$ cat src/rtl/histo_pkg.sv
// Shared types and constants for the histogram read-port arbiter.
package histo_pkg;

  localparam int GRAY_W = 8;
  localparam int HIST_W = 20;
  localparam int NREQ   = 3;

  typedef logic [1:0] port_id_t;

  localparam port_id_t PORT_VGA = 2'd0;
  localparam port_id_t PORT_LUT = 2'd1;
  localparam port_id_t PORT_DBG = 2'd2;

  // One in-flight read: valid flag plus the requester it belongs to.
  typedef struct packed {
    logic     vld;
    port_id_t id;
  } rd_tag_t;

  // Encode a one-hot grant vector into a port id (VGA when empty).
  function automatic port_id_t gnt_to_id(input logic [NREQ-1:0] gnt);
    port_id_t id;
    id = PORT_VGA;
    if (gnt[1]) id = PORT_LUT;
    if (gnt[2]) id = PORT_DBG;
    return id;
  endfunction

  // Decode a port id into a one-hot strobe vector.
  function automatic logic [NREQ-1:0] id_to_onehot(input port_id_t id);
    logic [NREQ-1:0] oh;
    case (id)
      PORT_VGA: oh = 3'b001;
      PORT_LUT: oh = 3'b010;
      PORT_DBG: oh = 3'b100;
      default:  oh = 3'b000;
    endcase
    return oh;
  endfunction

endpackage

$ cat src/rtl/histo_rd_tagpipe.sv
// Valid+id shift register that follows reads through the fixed-latency RAM path.
module histo_rd_tagpipe
  import histo_pkg::*;
#(
  parameter int DEPTH = 4,
  parameter int TAP   = 3
) (
  input  logic     iClk,
  input  logic     iRst_n,
  input  logic     iLoad,
  input  port_id_t iId,
  output logic     oTapVld,
  output port_id_t oTapId
);

  rd_tag_t stage_q [DEPTH];
  rd_tag_t stage_d [DEPTH];

  // Stage 0 captures the grant in the same edge as oGnt; later stages shift.
  always_comb begin
    stage_d[0].vld = iLoad;
    stage_d[0].id  = iId;
    for (int i = 1; i < DEPTH; i++) begin
      stage_d[i] = stage_q[i-1];
    end
  end

  // Tag register; reset drops every in-flight read.
  always_ff @(posedge iClk) begin
    for (int i = 0; i < DEPTH; i++) begin
      if (!iRst_n) stage_q[i] <= '0;
      else         stage_q[i] <= stage_d[i];
    end
  end

  assign oTapVld = stage_q[TAP].vld;
  assign oTapId  = stage_q[TAP].id;

endmodule

$ cat src/rtl/histo_read_arbiter.sv
// Arbitrates the histogram gray-level read port among VGA, LUT builder and
// debug dump, and routes each returned count pair to the port that asked.
module histo_read_arbiter
  import histo_pkg::*;
#(
  parameter int READ_LAT   = 3,
  parameter int STARVE_MAX = 15
) (
  input  logic              iClk,
  input  logic              iRst_n,
  input  logic [NREQ-1:0]   iReq,
  input  logic [GRAY_W-1:0] iAddr0,
  input  logic [GRAY_W-1:0] iAddr1,
  input  logic [GRAY_W-1:0] iAddr2,
  input  logic              iHold,
  output logic [NREQ-1:0]   oGnt,
  output logic [GRAY_W-1:0] oReadGray,
  input  logic [HIST_W-1:0] iGrayHisto,
  input  logic [HIST_W-1:0] iGrayCumHisto,
  output logic [NREQ-1:0]   oRdValid,
  output logic [HIST_W-1:0] oRdHisto,
  output logic [HIST_W-1:0] oRdCum
);

  localparam logic [3:0] STARVE_LIM = 4'(STARVE_MAX);

  logic [NREQ-1:0]   gnt_q, gnt_d;
  logic [GRAY_W-1:0] read_gray_q, read_gray_d;
  logic [3:0]        starve1_q, starve1_d;
  logic [3:0]        starve2_q, starve2_d;
  logic              rr_q, rr_d;           // 0: port 1 next in round-robin, 1: port 2
  logic [NREQ-1:0]   rd_valid_q, rd_valid_d;
  logic [HIST_W-1:0] rd_histo_q, rd_histo_d;
  logic [HIST_W-1:0] rd_cum_q, rd_cum_d;
  logic              st1, st2;
  logic              tap_vld;
  port_id_t          tap_id;

  // Winner: starved port 1/2 first, then port 0, then round-robin between 1 and 2.
  always_comb begin
    gnt_d = '0;
    st1   = iReq[1] && (starve1_q == STARVE_LIM);
    st2   = iReq[2] && (starve2_q == STARVE_LIM);
    if (!iHold && (|iReq)) begin
      if (st1 && st2)            gnt_d = rr_q ? 3'b100 : 3'b010;
      else if (st1)              gnt_d = 3'b010;
      else if (st2)              gnt_d = 3'b100;
      else if (iReq[0])          gnt_d = 3'b001;
      else if (iReq[1] && iReq[2]) gnt_d = rr_q ? 3'b100 : 3'b010;
      else if (iReq[1])          gnt_d = 3'b010;
      else                       gnt_d = 3'b100;
    end
  end

  // Address mux, starvation counters and round-robin pointer update.
  always_comb begin
    read_gray_d = read_gray_q;
    if (gnt_d[0])      read_gray_d = iAddr0;
    else if (gnt_d[1]) read_gray_d = iAddr1;
    else if (gnt_d[2]) read_gray_d = iAddr2;

    starve1_d = starve1_q;
    if (!iReq[1] || gnt_d[1])         starve1_d = '0;
    else if (starve1_q != STARVE_LIM) starve1_d = starve1_q + 4'd1;

    starve2_d = starve2_q;
    if (!iReq[2] || gnt_d[2])         starve2_d = '0;
    else if (starve2_q != STARVE_LIM) starve2_d = starve2_q + 4'd1;

    rr_d = rr_q;
    if (gnt_d[1])      rr_d = 1'b1;
    else if (gnt_d[2]) rr_d = 1'b0;
  end

  // Capture returning counts when the aligned tag stage holds a live read.
  always_comb begin
    rd_valid_d = '0;
    rd_histo_d = rd_histo_q;
    rd_cum_d   = rd_cum_q;
    if (tap_vld) begin
      rd_valid_d = id_to_onehot(tap_id);
      rd_histo_d = iGrayHisto;
      rd_cum_d   = iGrayCumHisto;
    end
  end

  // State and output registers.
  always_ff @(posedge iClk) begin
    if (!iRst_n) begin
      gnt_q       <= '0;
      read_gray_q <= '0;
      starve1_q   <= '0;
      starve2_q   <= '0;
      rr_q        <= 1'b0;
      rd_valid_q  <= '0;
      rd_histo_q  <= '0;
      rd_cum_q    <= '0;
    end else begin
      gnt_q       <= gnt_d;
      read_gray_q <= read_gray_d;
      starve1_q   <= starve1_d;
      starve2_q   <= starve2_d;
      rr_q        <= rr_d;
      rd_valid_q  <= rd_valid_d;
      rd_histo_q  <= rd_histo_d;
      rd_cum_q    <= rd_cum_d;
    end
  end

  // Stage READ_LAT lines up with data registered READ_LAT edges after oReadGray.
  histo_rd_tagpipe #(
    .DEPTH (READ_LAT + 1),
    .TAP   (READ_LAT)
  ) u_tagpipe (
    .iClk    (iClk),
    .iRst_n  (iRst_n),
    .iLoad   (|gnt_d),
    .iId     (gnt_to_id(gnt_d)),
    .oTapVld (tap_vld),
    .oTapId  (tap_id)
  );

  assign oGnt      = gnt_q;
  assign oReadGray = read_gray_q;
  assign oRdValid  = rd_valid_q;
  assign oRdHisto  = rd_histo_q;
  assign oRdCum    = rd_cum_q;

endmodule

$ cat config.mk
export PLATFORM = sky130hd
export DESIGN_NAME = histo_read_arbiter
export DESIGN_NICKNAME = d
export VERILOG_FILES = /design/src/rtl/histo_pkg.sv /design/src/rtl/histo_rd_tagpipe.sv /design/src/rtl/histo_read_arbiter.sv
export SDC_FILE = /design/constraint.sdc
export NUM_CORES = 1
export LEC_CHECK = 0
export CAP_MARGIN = 0
export CORE_MARGIN = 10
export CORE_UTILIZATION = 39
export CTS_CLUSTER_SIZE = 10
export DETAILED_ROUTE_END_ITERATION = 12
export PLACE_DENSITY_LB_ADDON = 0.08
export SLEW_MARGIN = 20
export SYNTH_ARGS = -nofsm -noshare
export SYNTH_HDL_FRONTEND = slang
export SYNTH_SLANG_ARGS = --single-unit
$ cat constraint.sdc
create_clock -name iClk -period 2 [get_ports iClk]
set_input_delay 0.4 -clock iClk [delete_from_list [all_inputs] [get_ports iClk]]
set_output_delay 0.4 -clock iClk [all_outputs]
set_load 0.01 [all_outputs]
==> results_tabular.tex <==
\begin{tabular}{lr}
\hline
Metric & Value \\
\hline
\multicolumn{2}{l}{\textbf{Floorplanning}} \\
\quad Initial Util & 0.401 \\
\quad Die width & between 100 and 150 um \\
\quad Ports & between 100 and 150 \\
\quad Number of rows in the core area & 32 \\
\quad Vertical extent of the die & roughly 110 um \\
\quad Die outline area & around 0.012 mm2 \\
\quad Core Region & between 0.007 and 0.008 mm2 \\
\multicolumn{2}{l}{\textbf{Synthesis}} \\
\quad Syn\_area\_per\_cell & 9.97 um2 \\
\quad Sequential area share after synthesis & 0.478 \\
\quad Cell area after synthesis & approximately 0.0031 mm2 \\
\quad Warning count from the yosys run & 0 \\
\quad Post-synth net total & about 380 \\
\quad Number of enable-type register cells in the synthesized netlist & 0 \\
\quad Cells after Synth & around 310 \\
\quad Share of flip-flops with an asynchronous set or reset & 0 \\
\quad Most used DFF post-synth & sky130\_fd\_sc\_hd\_\_dfxtp\_1 \\
\quad Number of library cell types mapped by synthesis & 37 \\
\quad Flops \& latches, synth & 74 \\
\multicolumn{2}{l}{\textbf{Detailed routing}} \\
\quad Number of nets with antenna violations after routing & 0 \\
\quad Count of vias placed by the detailed router & about 2.8k \\
\quad Wire length after detailed routing & roughly 8800 um \\
\quad Iteration count of the initial detailed-routing pass & 4 \\
\quad Average routed wire per standard cell & 15.8 um \\
\quad Remaining design rule violation count & 0 \\
\quad Iter 0 DRT Violations & $\sim$100 \\
\quad Per-cell via count in the routed design & 4.95 \\
\multicolumn{2}{l}{\textbf{Critical path}} \\
\quad Ordered list of cells on the worst path & ha\_1 > nand3\_2 > maj3\_2 > o211ai\_4 > buf\_4 > clkbuf\_16 > o41ai\_1 \\
\quad Flop-to-flop setup slack & 0.09 ns \\
\quad Type of element launching the critical path & flip-flop \\
\quad Startpoint-to-endpoint class of the critical path & flip-flop to flip-flop \\
\quad Required time reported for the critical path endpoint & $\sim$2.2 ns \\
\quad Capturing point of the worst reg2reg path & oReadGray[4] \\
\quad Worst-path cell with the longest stage delay & sky130\_fd\_sc\_hd\_\_dfxtp\_1 \\
\quad Element type at the critical path end & flip-flop \\
\quad Termination of the worst setup path & oReadGray[4] \\
\quad Worst Path Max Fanout & 8 \\
\quad Origin of the critical flop-to-flop path & starve2\_q[0] \\
\quad Biggest cell delay along the critical path & 0.39 ns \\
\quad CP arrival & approximately 2.1 ns \\
\quad Path depth of the worst reg2reg path & 7 \\
\quad Launching instance or port of the critical path & starve2\_q[0] \\
\multicolumn{2}{l}{\textbf{Timing}} \\
\quad Period Utilization, post-route & 0.955 \\
\quad Peak clock frequency supported by timing & between 500 and 600 MHz \\
\quad Final-report hold violation count & 0 \\
\quad RSZ-0062 raised after global routing & no \\
\quad Final setup violation count & 0 \\
\quad Post-route setup TNS & 0 ns \\
\quad Slew at the pin with the worst max-slew slack & 0.461 ns \\
\quad Relative max-transition margin & 0.689 \\
\quad Slew Viols, Final & 0 \\
\quad Worst-case clock skew & 0.00844 ns \\
\quad Time the final worst path needs with I/O delays and setup & roughly 1.9 ns \\
\multicolumn{2}{l}{\textbf{Clocking}} \\
\quad Maximum count of clock buffers along a single path & 2 \\
\quad Clk root buf & sky130\_fd\_sc\_hd\_\_clkbuf\_8 \\
\quad Clock buffers created by TritonCTS & 9 \\
\quad H-tree lvl count & 3 \\
\quad Worst-path clk slew & around 0.08 ns \\
\quad Clock latency at the later pin of the worst-skew pair & between 0.3 and 0.4 ns \\
\quad CTS tree & done \\
\quad CTS sink count & 74 \\
\multicolumn{2}{l}{\textbf{Global routing}} \\
\quad Global-route wire length before repair & between 10000 and 15000 um \\
\quad Number of antenna violations at the first check in global routing & 0 \\
\quad GR met1 Demand/Resource & 0.175 \\
\quad Vias in the first global route & 2658 \\
\quad Met2 usage & 0.218 \\
\quad Global Route met3 Usage & 0.0590 \\
\quad Largest net degree at the start of global routing & 33 \\
\quad Top Usage Layer GRT & met2 \\
\quad Congestion Overflow GR & 0 \\
\quad GRT Overall Usage & 0.143 \\
\multicolumn{2}{l}{\textbf{Final layout}} \\
\quad Diode insertion count for antenna repair & 0 \\
\quad Fraction of final layout cells with drive strength greater than 1 & 0.119 \\
\quad Synth-to-Final Area Change & 55.2\% \\
\quad Total number of nets in the final design & 520 \\
\multicolumn{2}{l}{\textbf{Placement}} \\
\quad Buffers added on ports & roughly 120 \\
\quad Final Wtd Congestion & 0.817 \\
\quad Detail Placement HPWL & approximately 6400 um \\
\multicolumn{2}{l}{\textbf{Worst hold path}} \\
\quad Number of instances on the worst hold path & 1 \\
\quad Worst Hold Class & flip-flop to flip-flop \\
\multicolumn{2}{l}{\textbf{Power and ir drop}} \\
\quad Maximum vdd drop & between 300 and 400 uV \\
\quad Leakage & approximately 1.7 nW \\
\quad Power per Cell Area & about 650 mW/mm2 \\
\quad Total Power Consumption & approximately 3.1 mW \\
\multicolumn{2}{l}{\textbf{Status}} \\
\quad Status & finished, final reports clean \\
\multicolumn{2}{l}{\textbf{Job}} \\
\quad Max-cap violation count & 0 \\
\hline
\end{tabular}
## per-stage QoR
step | hold slack, ns | util | cells | worst slack (ns) | cell area [um2]
finish | 0.431 | 0.623 | 555 | 0.0898 | 4810
CTS | 0.434 | 0.617 | 553 | 0.105 | 4770
global placement | 0.415 | 0.592 | 537 | -0.0632 | 4570
floorplan | 0.412 | - | 311 | 0.154 | 3100
global route | 0.453 | 0.623 | 555 | 0.0158 | 4810
detailed placement | 0.418 | 0.592 | 537 | -0.131 | 4570
## power breakdown
| group | internal (mW) | switching, mW |
|---|---|---|
| registers | 1.51 | 0.0316 |
| logic | 0.292 | 0.171 |
| clock network | 0.578 | 0.553 |
| total | 2.38 | 0.756 |
## cell usage in the layout, fill, tap and decap left out, types with 2 or more instances in the layout
master                            count
sky130_fd_sc_hd__clkdlybuf4s50_1    122
sky130_fd_sc_hd__dfxtp_1             71
sky130_fd_sc_hd__mux2i_1             41
sky130_fd_sc_hd__nor2b_1             40
sky130_fd_sc_hd__buf_4               22
sky130_fd_sc_hd__nor2_1              13
sky130_fd_sc_hd__inv_1               11
sky130_fd_sc_hd__a21oi_1             11
sky130_fd_sc_hd__nand4_1             10
sky130_fd_sc_hd__and2_1              10
sky130_fd_sc_hd__clkbuf_8             9
sky130_fd_sc_hd__nand2b_1             8
sky130_fd_sc_hd__o311ai_0             8
sky130_fd_sc_hd__nand2_1              8
sky130_fd_sc_hd__o21a_1               8
sky130_fd_sc_hd__a41oi_1              8
sky130_fd_sc_hd__o41ai_1              8
sky130_fd_sc_hd__nand3_1              4
sky130_fd_sc_hd__nor3_1               4
sky130_fd_sc_hd__clkinvlp_4           3
sky130_fd_sc_hd__buf_12               3
sky130_fd_sc_hd__dfxtp_2              3
sky130_fd_sc_hd__or2_2                2
sky130_fd_sc_hd__xnor2_1              2
sky130_fd_sc_hd__nor3b_1              2
sky130_fd_sc_hd__a31oi_1              2
sky130_fd_sc_hd__a211oi_1             2
sky130_fd_sc_hd__ha_1                 2
## critical path, delay by kind of cell (launching register included)
kind	cells	cell delay, ns
AND/OR/NAND/NOR	1	0.10
adder cells (fa/ha/maj)	2	0.63
buffers and inverters	2	0.32
AO/OA/AOI/OAI	2	0.35
flip-flops	1	0.39
## registers in the layout, summed over array words and instances, names as in the netlist
register / count
starve1_q: 4
oRdCum: 20
oReadGray: 8
rr_q: 1
oRdHisto: 20
starve2_q: 4
u_tagpipe.stage_q: 12
oGnt: 2
oRdValid: 3
## worst min-delay path by stage
stage / startpoint / end / slack (ns)
after floorplan: u_tagpipe.stage_q[0][0] / u_tagpipe.stage_q[0][3] / 0.41
after global placement: u_tagpipe.stage_q[1][0] / u_tagpipe.stage_q[1][3] / 0.42
after detailed placement: u_tagpipe.stage_q[0][5] / u_tagpipe.stage_q[1][2] / 0.42
after CTS: u_tagpipe.stage_q[0][5] / u_tagpipe.stage_q[1][2] / 0.43
after global routing: u_tagpipe.stage_q[1][0] / u_tagpipe.stage_q[1][3] / 0.45
final: u_tagpipe.stage_q[1][0] / u_tagpipe.stage_q[1][3] / 0.43
## final cells by class
class	count	area [um2]
clock inverter	6	66.3
tap	102	128
clock buffer	10	128
timing repair buffer	149	1480
inverter	11	41.3
fill	636	2920
multi-input combinational	203	1490
sequential	74	1490
## routing by layer
metal / vias to the layer above / part of all wire
li1: 1380 / -
met1: 1269 / 0.43
met2: 90 / 0.47
met3: 11 / 0.083
met4: 0 / 0.012
met5: - / 0
## synthesized netlist by cell type (all sizes together), types with 4 or more instances
cell	number	share of area
a21oi	11	0.018
a41oi	8	0.023
and2	10	0.020
buf	7	0.013
clkbuf	16	0.019
dfxtp	74	0.48
inv	11	0.013
mux2i	41	0.13
nand2	8	0.0097
nand2b	8	0.016
nand3	5	0.0097
nand4	10	0.020
nor2	13	0.016
nor2b	40	0.081
nor3	4	0.0065
o21a	8	0.019
o311ai	8	0.023
o41ai	8	0.023
## kinds of logic after synthesis
group	share of synthesized area
adders and majority gates	0.0117
muxes	0.132
xor gates and xnor gates	0.00565
AOI/OAI and AO/OA	0.134
DFF	0.478
and+or+nand+nor	0.192
buffers and inverters	0.0460
## what timing repair did
action                                  4_1_cts  5_1_grt
buffers inserted                              0        1
endpoints found under the setup margin        0        8
hold buffers                                  0        0
gates resized for setup                       0        5
endpoints found under the hold margin         0        0
Power figures use the tool's default switching activity.
